==> src/rtl/xadc_measurement_selector.sv <==
// xadc_measurement_selector
// Registered source selector for XADC measurement streams. Picks one of
// NUM_SRC sample streams, blanks the output after every source change, then
// resynchronises to the new stream's strobe before forwarding samples.
// Optional auto-scan (dwell a fixed number of samples per source, then
// advance) is compiled in when XADC_SEL_AUTOSCAN_EN is defined.
module xadc_measurement_selector #(
  parameter int NUM_SRC       = 4,
  parameter int DATA_W        = 16,
  parameter int BLANK_CYCLES  = 4,
  parameter int DWELL_SAMPLES = 8,
  localparam int SEL_W        = $clog2(NUM_SRC + 1)
) (
  input  logic                      clk,
  input  logic                      reset_n,
  input  logic [SEL_W-1:0]          sel,
  input  logic                      hold,
  input  logic                      scan_en,
  input  logic [NUM_SRC*DATA_W-1:0] src_data,
  input  logic [NUM_SRC-1:0]        src_valid,
  output logic [DATA_W-1:0]         meas_data,
  output logic                      meas_valid,
  output logic [SEL_W-1:0]          active_src,
  output logic                      switching
);

  localparam int CNT_W   = $clog2(BLANK_CYCLES + 1);
  localparam int DWELL_W = $clog2(DWELL_SAMPLES + 1);
  localparam logic [CNT_W-1:0] BLANK_LOAD = CNT_W'(BLANK_CYCLES);

  typedef enum logic [1:0] {
    ST_OFF,
    ST_BLANK,
    ST_WAIT,
    ST_TRACK
  } state_t;

  state_t              state;
  logic [CNT_W-1:0]    blank_cnt;
  logic [SEL_W-1:0]    sel_eff;
  logic                scanning;
  logic                cur_vld_p0;
  logic [DATA_W-1:0]   cur_data_p0;

  // Out-of-range selections behave exactly like OFF.
  assign sel_eff = (32'(sel) > 32'(NUM_SRC)) ? '0 : sel;

`ifdef XADC_SEL_AUTOSCAN_EN
  logic [DWELL_W-1:0] dwell_cnt;
  logic [SEL_W-1:0]   next_src;
  logic               advance;

  assign scanning = scan_en && (active_src != '0);
  assign next_src = (active_src == SEL_W'(NUM_SRC)) ? SEL_W'(1)
                                                    : active_src + SEL_W'(1);
  // Advancing is paused by hold so a frozen display is not blanked under it.
  assign advance  = scanning && (state == ST_TRACK) && !hold &&
                    (dwell_cnt == DWELL_W'(DWELL_SAMPLES));
`else
  logic               unused_scan;
  logic [DWELL_W-1:0] unused_dwell;

  assign scanning     = 1'b0;
  assign unused_scan  = scan_en;
  assign unused_dwell = '0;
`endif

  // Strobe and data of the stream that currently owns the output.
  always_comb begin
    cur_vld_p0  = 1'b0;
    cur_data_p0 = '0;
    for (int i = 0; i < NUM_SRC; i++) begin
      if (32'(active_src) == 32'(i + 1)) begin
        cur_vld_p0  = src_valid[i];
        cur_data_p0 = src_data[i*DATA_W +: DATA_W];
      end
    end
  end

  // Selector FSM: change detection first (it wins over a same-cycle strobe),
  // then per-state blanking, resynchronisation and tracking.
  always_ff @(posedge clk or negedge reset_n) begin
    if (!reset_n) begin
      state      <= ST_OFF;
      active_src <= '0;
      meas_data  <= '0;
      meas_valid <= 1'b0;
      switching  <= 1'b0;
      blank_cnt  <= '0;
`ifdef XADC_SEL_AUTOSCAN_EN
      dwell_cnt  <= '0;
`endif
    end else begin
      meas_valid <= 1'b0;
      if ((sel_eff == '0) && (active_src != '0)) begin
        state      <= ST_OFF;
        active_src <= '0;
        meas_data  <= '0;
        switching  <= 1'b0;
        blank_cnt  <= '0;
`ifdef XADC_SEL_AUTOSCAN_EN
        dwell_cnt  <= '0;
`endif
      end else if (!scanning && (sel_eff != active_src)) begin
        state      <= ST_BLANK;
        active_src <= sel_eff;
        meas_data  <= '0;
        switching  <= 1'b1;
        blank_cnt  <= BLANK_LOAD;
`ifdef XADC_SEL_AUTOSCAN_EN
        dwell_cnt  <= '0;
      end else if (advance) begin
        state      <= ST_BLANK;
        active_src <= next_src;
        meas_data  <= '0;
        switching  <= 1'b1;
        blank_cnt  <= BLANK_LOAD;
        dwell_cnt  <= '0;
`endif
      end else begin
        case (state)
          ST_BLANK: begin
            blank_cnt <= blank_cnt - CNT_W'(1);
            if (blank_cnt == CNT_W'(1)) state <= ST_WAIT;
          end
          ST_WAIT: begin
            // First sample after blanking is taken even under hold.
            if (cur_vld_p0) begin
              meas_data  <= cur_data_p0;
              meas_valid <= 1'b1;
              switching  <= 1'b0;
              state      <= ST_TRACK;
`ifdef XADC_SEL_AUTOSCAN_EN
              if (scanning) dwell_cnt <= dwell_cnt + DWELL_W'(1);
`endif
            end
          end
          ST_TRACK: begin
            if (cur_vld_p0 && !hold) begin
              meas_data  <= cur_data_p0;
              meas_valid <= 1'b1;
`ifdef XADC_SEL_AUTOSCAN_EN
              if (scanning) dwell_cnt <= dwell_cnt + DWELL_W'(1);
`endif
            end
          end
          default: ;
        endcase
      end
    end
  end

endmodule

==> config.mk <==
export PLATFORM = sky130hd
export DESIGN_NAME = xadc_measurement_selector
export DESIGN_NICKNAME = d
export VERILOG_FILES = /design/src/rtl/xadc_measurement_selector.sv
export SDC_FILE = /design/constraint.sdc
export NUM_CORES = 1
export LEC_CHECK = 0
export CORE_ASPECT_RATIO = 1.1
export CORE_MARGIN = 2
export CORE_UTILIZATION = 40
export DETAILED_ROUTE_END_ITERATION = 7
export PLACE_DENSITY = 0.9
export SKIP_LAST_GASP = 1
export SYNTH_ARGS = -nofsm -noshare
export SYNTH_HDL_FRONTEND = slang
export SYNTH_SLANG_ARGS = --single-unit
==> constraint.sdc <==
create_clock -name clk -period 2.51 [get_ports clk]
set_input_delay 0.502 -clock clk [delete_from_list [all_inputs] [get_ports clk]]
set_output_delay 0.502 -clock clk [all_outputs]
set_load 0.05 [all_outputs]
* Word-level counts from Yosys, hierarchy flattened
Cells that the tools add are included.
** Word-level totals
- Bits in registers :: 26
- Output and inout port bits :: 21
** Cells by class
- Add/sub/neg operators :: 1
- Order comparisons :: 1
- Equal/unequal tests :: 12
- Multiplexer cells :: 33
- Reduce and logical (&&, ||, !) cells :: 14
** Operator list (number)
- 16-bit 2-to-1 mux :: 8
- 16-bit one-hot mux with 2 select lines :: 1
- 3-bit 2-to-1 mux :: 6
- 1-bit 2-to-1 mux :: 12
- 4-bit != test, second input constant :: 3
- 3-bit nonzero test :: 4
- 2-bit 2-to-1 mux :: 4
- 4-bit nonzero test :: 2
- 3-bit by 1-bit equality test with 1-bit output, second input constant :: 2
- 3-bit by 2-bit equality test with 1-bit output, second input constant :: 2
- 3-bit AND reduction :: 2
- 2-bit equality test, second input constant :: 2
- 2-bit one-hot mux with 2 select lines :: 1
- 3-bit equality test, second input constant :: 1
- 3-bit > comparator, second input constant :: 1
- 3-bit logical NOT :: 1
- 3-bit != test :: 1
- 3-bit by 1-bit subtractor with 3-bit output, second input constant :: 1
- 2-bit by 1-bit equality test with 1-bit output, second input constant :: 1
- 1-bit logical AND :: 2
- 1-bit one-hot mux with 2 select lines :: 1
- 2-bit AND reduction :: 1
- 2-bit nonzero test :: 1
- 1-bit logical NOT :: 1

* Logic depth before layout (Yosys ltp)
Gate-level depths: netlist of run 1.
- Word-level depth :: 10
- Depth in mapped cells :: 7
- Gate-level depth less buffers :: 5

* Worst setup path after synthesis of run 1
OpenSTA, ideal clock, no wires.
- Path kind :: register -> register
- From :: register active_src[2]
- To :: register meas_data[0]
- Arrival time :: 2100 ps
- Data required time :: 2385 ps
- Slack :: 284 ps
- Stages on the path, launching flop included :: 8
- Path buffers :: 2
- Period minus slack after synthesis :: 2226 ps
- Cells stage by stage :: dfrtp_1 > or3b_1 > buf_6 > o21ai_4 > a31oi_4 > a21oi_4 > buf_12 > mux2_4
** On the way
- Cells in the longest elaborated chain, start to end :: 9
- Elaborated cells on any way between the ends :: 25
- Classes of those cells :: eq/ne: 7; mux: 13; reduce/logical: 5
** RTL lines
- start, declared :: RTL line 23 : output logic [SEL_W-1:0] active_src,
- start signal, assigned :: RTL line 106 : active_src <= sel_eff;
- 3-bit by 1-bit equality test with 1-bit output :: RTL line 73 : if (32'(active_src) == 32'(i + 1)) begin
- 16-bit 2-to-1 mux (4 in a row) :: RTL line 73
- 16-bit 2-to-1 mux, on equally long branches :: RTL line 139, 128
- 16-bit one-hot mux with 2 select lines :: RTL line 121 : case (state)
- 16-bit 2-to-1 mux :: RTL line 104 : end else if (!scanning && (sel_eff != active_src)) begin
- 16-bit 2-to-1 mux :: RTL line 95 : if ((sel_eff == '0) && (active_src != '0)) begin
- end signal, assigned :: RTL line 129 : meas_data <= cur_data_p0;
- end signal, assigned :: RTL line 140 : meas_data <= cur_data_p0;
- end, declared :: RTL line 21 : output logic [DATA_W-1:0] meas_data,
Several ways; a longest one is shown, not always the timed one. The select of a mux whose other input is x is not followed.
A chain may end at the register's enable or synchronous reset.

* Final worst setup path of run 1
- From :: input sel[2]
- To :: register meas_data[9]
** On the way
- Cells in the longest elaborated chain, start to end :: 6
- Elaborated cells on any way between the ends :: 11
- Classes of those cells :: order compare: 1; eq/ne: 3; mux: 3; reduce/logical: 4
** RTL lines
- start, declared :: RTL line 16 : input logic [SEL_W-1:0] sel,
- 3-bit > comparator :: RTL line 46 : assign sel_eff = (32'(sel) > 32'(NUM_SRC)) ? '0 : sel;
- 3-bit 2-to-1 mux (*) :: RTL line 46
- 3-bit logical NOT :: RTL line 95
- 1-bit logical AND :: RTL line 95
- 4-bit != test (no line) / 4-bit nonzero test (equally long branches)
- 3-bit AND reduction (no line)
Mark *: on every way between the ends. The rest lies on a longest branch, timed or not.

==> results.ini, run 1 <==
[layout]
antenna_cells = 0
syn_to_final_growth_pct = 60.01
drive_gt1_share_pct = 23.79
fin_area_mm2 = 0.002889
final_net_count = 326
final_core_util_pct = 66.93

[grt]
antenna_found_initial = 0
grt_pass1_wl_mm = 7.797
grt_pass1_vias = 1687
overflow = 0
grt_max_degree = 27
grt_use_total_pct = 20.91

[floorplanning]
die_y_um = 74.47
initial_utilization_pct = 41.83
fp.dieW_um = 68.06
coreArea_mm2 = 0.004317
io_pins = 96
dieArea_mm2 = 0.005068
rows = 25

[pwr]
comb_power_share_pct = 37.1
p_sw_mw = 0.3922
clkPwrFrac_pct = 26.8
power.switching_fraction_pct = 29.55
sequentialPowerShare_pct = 36.2
ir_worst_vdd_uv = 263.9
finalPower_mw = 1.327
intPower_mw = 0.9352
p_leak_nw = 1.177
powerDensity_mw_per_mm2 = 459.5

[place]
gp_congestion = 0.8061
place_area_mm2 = 0.002818
io_buffers = 94
dp_hpwl_mm = 3.913

[worst_setup_path]
crit_path_start_kind = input port
crit_path_max_fanout = 11
critPathRequiredTime_ns = 2.68
arrival_ns = 2.37
path_class = input port to flip-flop
setup.worst_path.end_class = flip-flop

[yosys]
syn_avg_cell_area_um2 = 12.12
yosysMostFrequentCell = dfrtp_1
ys_seq_area_share_pct = 36.04
yosys.area.top_type_share_pct = 36.04
synthesis.nets = 226
ys.warnings.count = 0
synth_cell_types = 36
synth_edf_count = 0
yosys_most_used_dff = dfrtp_1
ys_ff_latch = 26
async_flop_share_pct = 100.0
yosys-top-cells-count = dfrtp_1, nor2_1, o21ai_0
synth_top_area_cell = dfrtp_1
synthCells = 149
synth.cell_area_mm2 = 0.001805
synthTopCellsByArea = dfrtp_1, mux4_2, mux2_4

[clocking]
cts.repair.resized = 0
clkTransAtPathRegs_ns = 0.09
hold_buffers = 0
h-tree-depth = 1
cts_setup_buffers = 0
clockBufferDepth = 2
clock_sinks = 26
clkLatencyLatePin_ns = 0.28
root_buffer = clkbuf_8
numCtsBuffers = 3
cts_tree = done

[sta]
fmax_mhz = 455.4
maxSlewHeadroom_pct = 63.96
period_share_pct = 87.49
maxSlewViolCount = 0
setup_viol = 0
fin_crit_ns = 2.196
finalHoldViolCount = 0
worst_slew_pin_slew_ns = 0.5390
hold_slack_ns = 0.5112
clock-skew-final_ns = 0.003224
rsz0062_at_grt = false
final.setup.tns_ns = 0

[routing]
drt_wl_total_mm = 4.933
vias = 1582
wire_per_inst_um = 16.33
via_per_inst = 5.238
drt_iter0_drc = 52
first_pass_iters = 4
postRouteAntennaNets = 0
route.detailed.drc = 0

[run]
cap_violations = 0

[min_path]
min_path_type = flip-flop to flip-flop

[run_status]
status = finished, final reports clean

==> kinds of logic after synthesis <==
| logic type | share of synthesized area (%) |
|---|---|
| xor gates and xnor gates | 1.941 |
| muxes | 30.35 |
| DFF | 36.04 |
| adders and majority gates | 1.386 |
| buffers and inverters | 6.583 |
| AOI/OAI and AO/OA | 12.47 |
| and+or+nand+nor | 11.23 |
==> layer usage <==
metal | share of wire [%] | GRT usage (%) | vias up
met2 | 54 | 35.81 | 63
li1 | - | - | 745
met1 | 38 | 25.54 | 761
met3 | 5.3 | 4.085 | 13
met5 | 0 | 0 | -
met4 | 2.8 | 8.889 | 0
==> power by group through the flow <==
stage	logic (mW)	clock network, mW	registers (mW)
finish	0.492	0.356	0.480
global route	0.526	0.377	0.484
CTS	0.496	0.359	0.480
detailed placement	0.493	0	0.486
global placement	0.480	0	0.486
floorplan	0.209	0	0.561
==> metrics by stage <==
stage          setup slack (ns)  instances
2_1_floorplan            0.2845        149
3_3_place_gp            0.03994        298
3_5_place_dp            0.01085        298
4_1_cts                  0.3066        302
5_1_grt                  0.2573        302
6_report                 0.3140        302
==> final cells by class <==
| class | instances | area (um^2) |
|---|---|---|
| clock buffer | 3 | 41.29 |
| clock inverter | 1 | 30.03 |
| fill | 316 | 1428 |
| inverter | 4 | 15.01 |
| multi-input combinational | 108 | 1036 |
| sequential | 26 | 650.6 |
| tap | 54 | 67.56 |
| timing repair buffer | 106 | 1049 |
==> flip-flops by register name (all words and copies together), names as in the netlist <==
name and cells:
blank_cnt 3, meas_data 16, state 2, switching 1, active_src 3, meas_valid 1
==> final timing paths <==
kind                                from             to  slack, ns  cells after the start
max reg2reg                active_src[0]   meas_data[9]       0.33                      6
min reg2reg                 meas_data[4]   meas_data[4]       0.51                      1
max                               sel[2]   meas_data[9]       0.31                      7
min                         meas_data[4]   meas_data[4]       0.51                      1
min in group asynchronous        reset_n  active_src[1]       0.58                      2
max in group asynchronous        reset_n   meas_data[7]       1.69                      2
==> worst max-delay path, stage by stage <==
cell             delay [ns]
clkdlybuf4s50_1        0.47
or3b_1                 0.34
o32a_1                 0.20
a2bb2oi_2              0.17
a21oi_4                0.18
buf_12                 0.17
mux2_2                 0.34
==> cell usage in the layout (no fill, tap or decap), types with 2 or more instances in the layout <==
cell type	n
nor3b_1	2
mux2_2	10
nor2_1	22
nand2_1	3
nand3b_1	2
clkdlybuf4s50_1	91
ha_1	2
a21oi_1	2
clkbuf_8	3
mux2_4	8
or3b_1	2
dfrtp_1	26
o2bb2ai_1	2
mux4_2	14
xor2_1	2
o21ai_0	18
a22oi_1	2
xnor2_1	2
buf_12	2
and2b_2	2
buf_4	13
inv_1	4
Note: power is estimated with default switching activity, not from simulation.
==> inputs of run 2 (changes only) <==
CORE_MARGIN = 5   (was 2)
GPL_TIMING_DRIVEN = 0   (was not set)
==> run 2 against run 1 <==
Effect of this change: critical path depth is the same; routed wire length increased by 9.0%; total power grew 0.48%; utilization decreased by 0.11 points; first-iteration DRC count rose by 65%; final cell count unchanged; setup slack got worse by 0.16 ns; final area increased by 0.56%; register-to-register slack improved by 0.08 ns; via count rose by 2.1%; combinational power rose by 3%.
==> results.ini, run 2 (same netlist as run 1, synthesis figures left out) <==
[clocking]
clkTransAtPathRegs_ns = 0.09  ; about the same
clkLatencyLatePin_ns = 0.27  ; about the same
h-tree-depth = 1  ; unchanged
clockBufferDepth = 2  ; unchanged
clock_sinks = 26  ; unchanged
numCtsBuffers = 3  ; unchanged
root_buffer = clkbuf_8
cts_tree = done

[routing]
route.detailed.drc = 0  ; unchanged
vias = 1615  ; +2.1%
drt_iter0_drc = 86  ; +65%
via_per_inst = 5.348  ; +2.1%
drt_wl_total_mm = 5.378  ; +9.0%
wire_per_inst_um = 17.81  ; +9.0%
postRouteAntennaNets = 0  ; unchanged
first_pass_iters = 4  ; unchanged

[layout]
fillers = 327  ; +3.5%
ff_latch_area_um2 = 650.6  ; unchanged
largest_reg_flops = 16  ; unchanged
final_net_count = 326  ; unchanged
drive_gt1_share_pct = 20.97  ; -2.8 points
reg.largest.list = meas_data x16, active_src x3, blank_cnt x3
fin_cells = 302  ; unchanged
final_common_cell = clkdlybuf4s50_1
final_cell_mix = clkdlybuf4s50_1, dfrtp_1, nor2_1, o21ai_0, mux4_2
syn_to_final_growth_pct = 60.91
antenna_cells = 0  ; unchanged
regMostFlops = meas_data
multi_input_comb_area_mm2 = 0.001036  ; unchanged

[grt]
use_met2_pct = 33.78  ; -2.0 points
grt_pass1_wl_mm = 8.507  ; +9.1%
grt_use_total_pct = 18.84  ; -2.1 points
use_met3_pct = 4.631  ; +0.55 points
grt.busiest_layer = met2
gr-usage-met1_pct = 21.99  ; -3.5 points
antenna_found_initial = 0  ; unchanged
grt_max_degree = 27  ; unchanged
grt_pass1_vias = 1724  ; +2.2%
overflow = 0  ; unchanged

[pwr]
p_sw_mw = 0.3926  ; +0.10%
powerDensity_mw_per_mm2 = 459.1  ; about the same
sequentialPowerShare_pct = 35.9  ; -0.3 points
intPower_mw = 0.9412  ; +0.63%
power.switching_fraction_pct = 29.44  ; -0.11 points
p_leak_nw = 1.166  ; -0.91%
clkPwrFrac_pct = 26.1  ; -0.7 points
comb_power_share_pct = 37.9  ; +0.8 points
ir_worst_vdd_uv = 229.4  ; -13%

[sta]
period_share_pct = 93.88  ; +6.4 points
final.setup.tns_ns = 0  ; unchanged
rsz0062_at_grt = false
maxSlewViolCount = 0  ; unchanged
maxSlewHeadroom_pct = 23.41  ; -41 points
fin_crit_ns = 2.356  ; +0.1604 ns
fmax_mhz = 424.4  ; -6.8%
worst_slew_pin_slew_ns = 1.145  ; +0.6063 ns
finalHoldViolCount = 0  ; unchanged
setup_viol = 0  ; unchanged
clock-skew-final_ns = 0.003107  ; -0.0001173 ns
hold_slack_ns = 0.5057  ; -0.005442 ns

[floorplanning]
initial_utilization_pct = 41.53  ; -0.30 points
rows = 25  ; unchanged
io_pins = 96  ; unchanged
die_y_um = 80.47  ; +8.1%
fp.dieW_um = 74.06  ; +8.8%
coreArea_mm2 = 0.004348  ; +0.72%
dieArea_mm2 = 0.005959  ; +18%

[worst_setup_path]
critPathRequiredTime_ns = 2.67  ; about the same
crit_path_start_kind = input port
crit_path_max_fanout = 10  ; -1
path_class = input port to flip-flop
arrival_ns = 2.52  ; +0.15 ns
setup.worst_path.end_class = flip-flop
crit_start = sel[2]
reg2reg_from = active_src[0]

[min_path]
hold_start = meas_data[4]
min_path_type = flip-flop to flip-flop

[place]
gp_congestion = 0.7699  ; -4.5%
io_buffers = 94  ; unchanged
placed_cells = 297  ; -0.34%
dp_hpwl_mm = 4.294  ; +9.7%

[run]
cap_violations = 0  ; unchanged

[run_status]
status = finished, final reports clean

-- run 2: cell types whose count changed in the layout (fill, tap and decap cells not counted), sizes merged --
cell / previous run / this run
buf: 15 / 5
clkbuf: 3 / 10
clkdlybuf4s50: 91 / 94
-- run 2: area by class of cell --
class / instances / area share, %
Sequential cell: 26 / 22.39
Multi-Input combinational cell: 108 / 35.66
Tap cell: 54 / 2.326
Clock buffer: 3 / 1.421
Timing Repair Buffer: 95 / 33.07
Inverter: 4 / 0.5168
Buffer: 11 / 3.575
Clock inverter: 1 / 1.034
-- run 2: worst max-delay path: stages --
cell and delay (ns):
clkdlybuf4s50_1 0.53, or3b_1 0.36, o32a_1 0.21, a2bb2oi_2 0.20
a21oi_4 0.23, buf_12 0.17, mux2_4 0.30
-- run 2: per-layer routing --
layer / up-vias / routed length [um]
li1: 749 / -
met1: 792 / 1855
met2: 69 / 3029
met3: 5 / 447
met4: 0 / 46
met5: - / 0
-- run 2: worst paths after layout --
| kind | endpoint | slack (ns) | depth (start not counted) |
|---|---|---|---|
| worst max register to register | meas_data[0] | 0.41 | 6 |
| max in group asynchronous | meas_data[2] | 0.99 | 1 |
| worst min-delay path | meas_data[4] | 0.51 | 1 |
| worst max-delay path | meas_data[0] | 0.15 | 7 |
| min in group asynchronous | active_src[1] | 0.83 | 1 |
| worst min register to register | meas_data[4] | 0.51 | 1 |
-- run 2: through the flow --
stage	utilization, %	cell area, um^2	worst slack, ns	power [mW]
4_1_cts	66.36	2885	0.04169	1.331
3_3_place_gp	64.72	2814	-0.1979	0.9681
3_5_place_dp	64.72	2814	-0.2398	0.9851
6_report	66.82	2905	0.1535	1.334
2_1_floorplan	-	1805	0.2845	0.7692
5_1_grt	66.82	2905	0.08372	1.401
-- run 2: power by group through the flow --
stage	clock network (mW)	logic, mW	registers [mW]
after floorplan	0	0.209	0.561
final	0.348	0.506	0.479
after global placement	0	0.483	0.485
after detailed placement	0	0.499	0.487
after CTS	0.349	0.502	0.479
after global routing	0.374	0.542	0.485
-- run 2: repair_timing --
| action | 4_1_cts | 5_1_grt |
|---|---|---|
| resized for setup | 0 | 0 |
| hold buffers | 0 | 0 |
| setup endpoints to repair | 0 | 8 |
| hold endpoints to repair | 0 | 0 |
| buffers inserted | 0 | 1 |
